[src/rtl/axi_lite_hex_mem.sv]
// 16x4 register file behind a minimal AXI-Lite-style slave (AR/R plus combined AW+W),
// packaged as a TinyTapeout tile; the last read value is shown on a 7-segment display.
module axi_lite_hex_mem (
  input  logic       clk,
  input  logic       rst_n,   // active-high synchronous reset despite the name
  input  logic       ena,
  input  logic [7:0] ui_in,
  input  logic [7:0] uio_in,
  output logic [7:0] uo_out,
  output logic [7:0] uio_out,
  output logic [7:0] uio_oe
);

  typedef enum logic [0:0] {RIdle, RData} r_state_e;
  typedef enum logic [0:0] {WIdle, WBusy} w_state_e;

  r_state_e   r_state_q, r_state_d;
  w_state_e   w_state_q, w_state_d;
  logic [3:0] mem_q [16];
  logic [7:0] disp_q;

  logic [3:0] addr;
  logic [3:0] wdata;
  logic       arvalid, rready, awvalid, wvalid;
  logic       arready, rvalid, awready, wready;
  logic       rd_accept, wr_accept;

  assign addr    = ui_in[3:0];
  assign wdata   = ui_in[7:4];
  assign arvalid = uio_in[0];
  assign rready  = uio_in[1];
  assign awvalid = uio_in[2];
  assign wvalid  = uio_in[3];

  logic unused_ok;
  assign unused_ok = ^{ena, uio_in[7:4]};

  function automatic logic [6:0] seg(input logic [3:0] v);
    logic [6:0] s;
    unique case (v)
      4'h0: s = 7'h3F;
      4'h1: s = 7'h06;
      4'h2: s = 7'h5B;
      4'h3: s = 7'h4F;
      4'h4: s = 7'h66;
      4'h5: s = 7'h6D;
      4'h6: s = 7'h7D;
      4'h7: s = 7'h07;
      4'h8: s = 7'h7F;
      4'h9: s = 7'h6F;
      4'hA: s = 7'h77;
      4'hB: s = 7'h7C;
      4'hC: s = 7'h39;
      4'hD: s = 7'h5E;
      4'hE: s = 7'h79;
      default: s = 7'h71;
    endcase
    return s;
  endfunction

  // State registers
  always_ff @(posedge clk) begin
    if (rst_n) begin
      r_state_q <= RIdle;
      w_state_q <= WIdle;
    end else begin
      r_state_q <= r_state_d;
      w_state_q <= w_state_d;
    end
  end

  // Next-state logic
  always_comb begin
    r_state_d = r_state_q;
    unique case (r_state_q)
      RIdle:   if (arvalid) r_state_d = RData;
      RData:   if (rready)  r_state_d = RIdle;
      default: r_state_d = RIdle;
    endcase

    w_state_d = w_state_q;
    unique case (w_state_q)
      WIdle:   if (awvalid && wvalid) w_state_d = WBusy;
      WBusy:   w_state_d = WIdle;
      default: w_state_d = WIdle;
    endcase
  end

  // Output decode
  always_comb begin
    arready = (r_state_q == RIdle);
    rvalid  = (r_state_q == RData);
    awready = (w_state_q == WIdle);
    wready  = (w_state_q == WIdle);
  end

  assign rd_accept = arready && arvalid;
  assign wr_accept = awready && awvalid && wvalid;

  // Memory and display; a same-edge read sees the pre-write value
  always_ff @(posedge clk) begin
    if (rst_n) begin
      for (int i = 0; i < 16; i++) mem_q[i] <= 4'(i);
      disp_q <= 8'h00;
    end else begin
      if (rd_accept) disp_q <= {1'b0, seg(mem_q[addr])};
      if (wr_accept) mem_q[addr] <= wdata;
    end
  end

  assign uo_out  = disp_q;
  assign uio_out = {wready, awready, rvalid, arready, 4'b0000};
  assign uio_oe  = 8'hF0;

endmodule

[config.mk]
export PLATFORM = sky130hd
export DESIGN_NAME = axi_lite_hex_mem
export DESIGN_NICKNAME = d
export VERILOG_FILES = /design/src/rtl/axi_lite_hex_mem.sv
export SDC_FILE = /design/constraint.sdc
export NUM_CORES = 1
export LEC_CHECK = 0
export CAP_MARGIN = 20
export CORE_ASPECT_RATIO = 0.7
export CORE_MARGIN = 1.5
export CORE_UTILIZATION = 50
export CTS_BUF_LIST = sky130_fd_sc_hd__clkbuf_16
export DETAILED_ROUTE_END_ITERATION = 6
export GPL_TIMING_DRIVEN = 0
export PLACE_DENSITY = 0.72
export SLEW_MARGIN = 10
export SYNTH_ARGS = -nofsm -noshare
export SYNTH_HDL_FRONTEND = slang
export SYNTH_SLANG_ARGS = --single-unit
[constraint.sdc]
create_clock -name clk -period 3.5 [get_ports clk]
set_input_delay 0.7 -clock clk [delete_from_list [all_inputs] [get_ports clk]]
set_output_delay 0.7 -clock clk [all_outputs]
set_load 0.02 [all_outputs]
==> reports/metrics.yaml, run 1 <==
slew_headroom: 0.383
hp-class: "register to register"
p_leak_uw: 0.00165
cts_buffer_depth: 2
insertion_delay_ns: 0.33
drcViolationCount: 0
final_layout_size_suffix_gt1_frac: 0.181
synth-main-ff-cell: "edfxtp_1"
grt_first_pass_wirelength_um: 15000
finalHoldViolCount: 0
worstPathCellList: "dlygate4sd2_1 > buf_6 > buf_4 > mux4_2 > a22oi_1 > nand2_1 > inv_2 > ha_1 > inv_1 > o22a_2 > a21oi_1 > and3b_1"
initial_core_util: 0.524
ys_ff_latch: 73
areaGrowthSynthToFinish_pct: 16.7
die_height_um: 76.8
n_fill_cell: 606
wl_per_cell_um: 20.3
postRouteAntennaNets: 0
max_freq_mhz: 297
final-seq-area_um2: 2100
dpl.hpwl_um: 6850
dr.first_iter.drc_count: 265
outcome: "finished clean"
cts_hold_buf: 0
multi_input_area_um2: 1550
cp_max_fo: 10
die-area_um2: 8320
ys.warnings.count: 0
synth_edf_count: 64
first_pass_iters: 4
numClockSinks: 73
num_antenna_cells: 0
clk_pin_slew_ns: 0.06
powerDensity_nw_per_um2: 471
period_needed_ns: 3.37
grt-ovfl-total: 0
grt_pass1_vias: 2668
worst_pin_slew_ns: 0.922
synth_top_area_share: 0.495
syn_avg_cell_area_um2: 11.8
synth-async-reset-ratio: 0
setup_viol: 0
track_usage: 0.253
slew_viol_final: 0
nets: 397
period_share: 0.963
ir_drop_mv: 0.327
max_cap_violations: 0
die_w_um: 108
synth_common_cells: "edfxtp_1, nand2_1, nor2_1"
root_buffer: "clkbuf_16"
path_delay_family: "buffers and inverters"
num_vias: 2743
start_kind: "primary input"
yosysTopAreaCell: "edfxtp_1"
rsz0062_at_grt: "no"
post-cts-setup-buffers: 0
finalClockSkew_ns: 0.00726
drt-total-wl_um: 9620
ys_seq_area_frac: 0.541
finalWeightedCongestion: 0.892
yosysMostFrequentCell: "edfxtp_1"
cp.arrival_ns: 3.60
core_um2: 7420
slowest_stage: "mux4_2"
grt_antenna_before_repair: 0
grt_max_degree: 14
slowest_delay_ns: 0.54
cts_tree: "yes"
synth_cell_types: 48
portBuffers: 21
htreeDepth: 3
synth_area_leaders: "edfxtp_1, mux4_2, dfxtp_1"
io_pins: 43
vias_per_cell: 5.79
fin_setup_tns_ns: 0
syn_inst: 328
place_area_um2: 4260
crit_buf_inv: 5
syn-cell-area_um2: 3880
fp-row-count: 26
required_ns: 3.73
cts_buffers: 9
fin_area_um2: 4530
crit_path_end_kind: "register"
path_class: "primary input to register"
## state kept, by name, indices dropped and copies added, names as in the netlist
register   count
mem_q         64
uo_out         7
r_state_q      1
w_state_q      1
## final cells by class
type,instances,share of cell area
inverters,11,0.00911
flip-flops and latches,73,0.464
clock inverters,7,0.0102
repair buffers,21,0.0461
plain buffers,40,0.0527
multi-input cells,215,0.341
clock buffers,9,0.0497
well taps,98,0.0271
## metrics by stage
stage,utilization,cells,hold slack (ns),total power (uW),setup slack (ns)
5_1_grt,0.611,474,0.497,2200,0.0263
6_report,0.611,474,0.475,2130,0.129
2_1_floorplan,-,339,0.483,1210,0.557
3_3_place_gp,0.574,458,0.452,1300,-0.576
4_1_cts,0.611,474,0.474,2130,0.125
3_5_place_dp,0.574,458,0.461,1300,-0.583
## power breakdown
part | switching, uW | total, uW | leakage (uW) | internal (uW)
logic | 182 | 304 | 0.000879 | 122
registers | 12.1 | 988 | 0.000642 | 976
clock network | 363 | 841 | 0.000129 | 478
total | 557 | 2130 | 0.00165 | 1580
## cells by family after synthesis
group	count (synthesis)	share of synthesized area
and+or+nand+nor	142	0.187
DFF	73	0.541
buffers and inverters	51	0.0715
muxes	30	0.122
AOI/OAI and AO/OA	23	0.0538
adders and majority gates	7	0.0225
other	2	0.00193
## final timing paths
check	start	to	slack [ns]	depth (start not counted)
setup / recovery	ui_in[0]	uo_out[0]	0.13	12
hold reg to reg	uo_out[5]	uo_out[5]	0.47	1
setup reg to reg	mem_q[9][0]	uo_out[2]	0.80	7
hold / removal	uo_out[5]	uo_out[5]	0.47	1
## worst reg2reg max path: cells and delay by family (launching register included)
family / cells / cell delay, ns
fa+ha+maj: 1 / 0.32
mux: 1 / 0.53
compound gates: 3 / 0.96
buf+inv: 1 / 0.05
simple gates: 1 / 0.36
flops: 1 / 0.37
## routing by layer
| layer | track usage | vias up | share of wire |
|---|---|---|---|
| met5 | 0 | - | 0 |
| met4 | 0.0947 | 0 | 0.013 |
| met3 | 0.0774 | 12 | 0.083 |
| met2 | 0.353 | 133 | 0.43 |
| met1 | 0.370 | 1331 | 0.47 |
| li1 | - | 1267 | - |
## placed cells by master, fill, tap and decap left out, types with 10 or more instances in the layout
| cell type | n |
|---|---|
| buf_4 | 19 |
| clkbuf_1 | 17 |
| clkdlybuf4s50_1 | 20 |
| conb_1 | 13 |
| edfxtp_1 | 64 |
| inv_1 | 10 |
| mux2i_1 | 17 |
| nand2_1 | 27 |
| nand2b_1 | 11 |
| nand3_1 | 24 |
| nor2_1 | 27 |
| or2_2 | 11 |
## timing repair
item | CTS | global route
endpoints found under the setup margin | 5 | 1
resized for setup | 2 | 1
gates cloned | 0 | 0
No activity file was read; power rests on OpenSTA's default activity.
==> inputs of run 2 (changes only) <==
- CTS_CLUSTER_DIAMETER: default -> 50
==> results of run 2 <==
The final DEF is identical to that of run 1; final timing and power are the same.
==> inputs of run 3 (changes only) <==
- GPL_TIMING_DRIVEN: 0 -> default
==> run 3 against run 2 <==
  * Worst setup slack better by 0.12 ns
  * Critical endpoint unchanged
  * Clock-buffer cell count stayed put
  * Global-route usage shrank 2.5 points
==> reports/metrics.yaml, run 3 (same netlist as run 1, synthesis figures left out) <==
grt_first_pass_wirelength_um: 13500
cts_buffer_depth: 2
postRouteAntennaNets: 0
core_um2: 7420
die_w_um: 108
swShare: 0.257
clk_pin_slew_ns: 0.06
powerDensity_nw_per_um2: 493
max_cap_violations: 0
grt_antenna_before_repair: 0
period_share: 0.928
grt_max_degree: 24
final_cells: 459
grt-ovfl-total: 0
fp-row-count: 26
intPower_uw: 1670
postLayoutCoreUtil: 0.614
placed_cells: 443
crit_path_end_kind: "register"
place_area_um2: 4240
cts_hold_buf: 0
p_leak_uw: 0.00167
io_pins: 43
largest_reg_flops: 64
timing.hold.ws_ns: 0.467
pwr-share-seq: 0.440
die-area_um2: 8320
vias_per_cell: 5.59
dr.first_iter.drc_count: 168
power_frac_comb: 0.134
track_usage: 0.227
final_layout_size_suffix_gt1_frac: 0.186
n_fill_cell: 589
num_antenna_cells: 0
outcome: "finished clean"
post_cts_resized: 0
cts_tree: "yes"
start_kind: "primary input"
p_clk_frac: 0.426
regMostFlops: "mem_q"
ir_drop_mv: 0.262
drt-total-wl_um: 8510
path_class: "primary input to register"
period_needed_ns: 3.25
mostFrequentLayoutCells: "edfxtp_1, nor2_1, nand2_1"
final_common_cell: "edfxtp_1"
setup_viol: 0
initial_core_util: 0.524
finalClockSkew_ns: 0.00833
die_height_um: 76.8
max_freq_mhz: 308
insertion_delay_ns: 0.34
finalHoldViolCount: 0
cp_max_fo: 19
rsz0062_at_grt: "no"
num_vias: 2567
portBuffers: 24
nets: 382
numClockSinks: 73
cts_buffers: 9
finalWeightedCongestion: 0.886
power.switching_uw: 576
required_ns: 3.73
wl_per_cell_um: 18.5
dpl.hpwl_um: 6110
fin_area_um2: 4550
hp-class: "register to register"
cp.arrival_ns: 3.48
worst_pin_slew_ns: 0.648
grt_pass1_vias: 2488
slew_viol_final: 0
slew_headroom: 0.567
post-cts-setup-buffers: 0
drcViolationCount: 0
root_buffer: "clkbuf_16"
first_pass_iters: 4
areaGrowthSynthToFinish_pct: 17.2
htreeDepth: 3
## run 3: changes by cell type in the layout (fill, tap and decap cells not counted), moves of 2 or more
cell	delta
clkbuf_1	-17
clkdlybuf4s50_1	+4
buf_12	+2
buf_6	-2
clkinv_2	-2
inv_8	+2
## run 3: metrics by stage
| stage | power [uW] | worst slack [ns] | setup TNS, ns |
|---|---|---|---|
| after floorplan | 1210 | 0.557 | 0 |
| after global placement | 1300 | 0.0129 | 0 |
| after detailed placement | 1300 | -0.0159 | -0.0159 |
| after CTS | 2250 | 0.304 | 0 |
| after global routing | 2320 | 0.159 | 0 |
| final | 2250 | 0.252 | 0 |
## run 3: final timing paths
check	start	end	slack, ns	cells after the start
max	ui_in[0]	uo_out[0]	0.25	11
min	uo_out[4]	uo_out[4]	0.47	2
max reg2reg	mem_q[11][0]	uo_out[2]	1.02	8
min reg2reg	uo_out[4]	uo_out[4]	0.47	2
## run 3: power groups by stage
stage / clock, uW / combinational, uW / sequential [uW]
after floorplan: 0 / 193 / 1010
after detailed placement: 0 / 297 / 1010
after global placement: 0 / 292 / 1010
after CTS: 967 / 299 / 988
after global routing: 1010 / 325 / 990
final: 957 / 301 / 988
## run 3: layout make-up
type,count,area [um^2],area share
clock inverters,7,86.3,0.0190
repair buffers,46,430,0.0945
flip-flops and latches,73,2100,0.462
clock buffers,9,225,0.0495
multi-input cells,215,1550,0.340
inverters,11,41.3,0.00907
well taps,98,123,0.0269
## run 3: critical path: stages
cell and delay [ns]:
clkdlybuf4s50_1 0.62, buf_12 0.21, mux4_2 0.51, a22oi_1 0.29, nand2_1 0.13, inv_1 0.09
ha_1 0.19, inv_1 0.08, o22a_2 0.27, a21oi_1 0.18, and3b_1 0.20
## run 3: layer usage
| layer | track usage | vias up | part of all wire |
|---|---|---|---|
| met5 | 0 | - | 0 |
| met4 | 0.0500 | 0 | 0.0073 |
| met3 | 0.0816 | 8 | 0.091 |
| met2 | 0.328 | 98 | 0.45 |
| met1 | 0.330 | 1236 | 0.45 |
| li1 | - | 1225 | - |
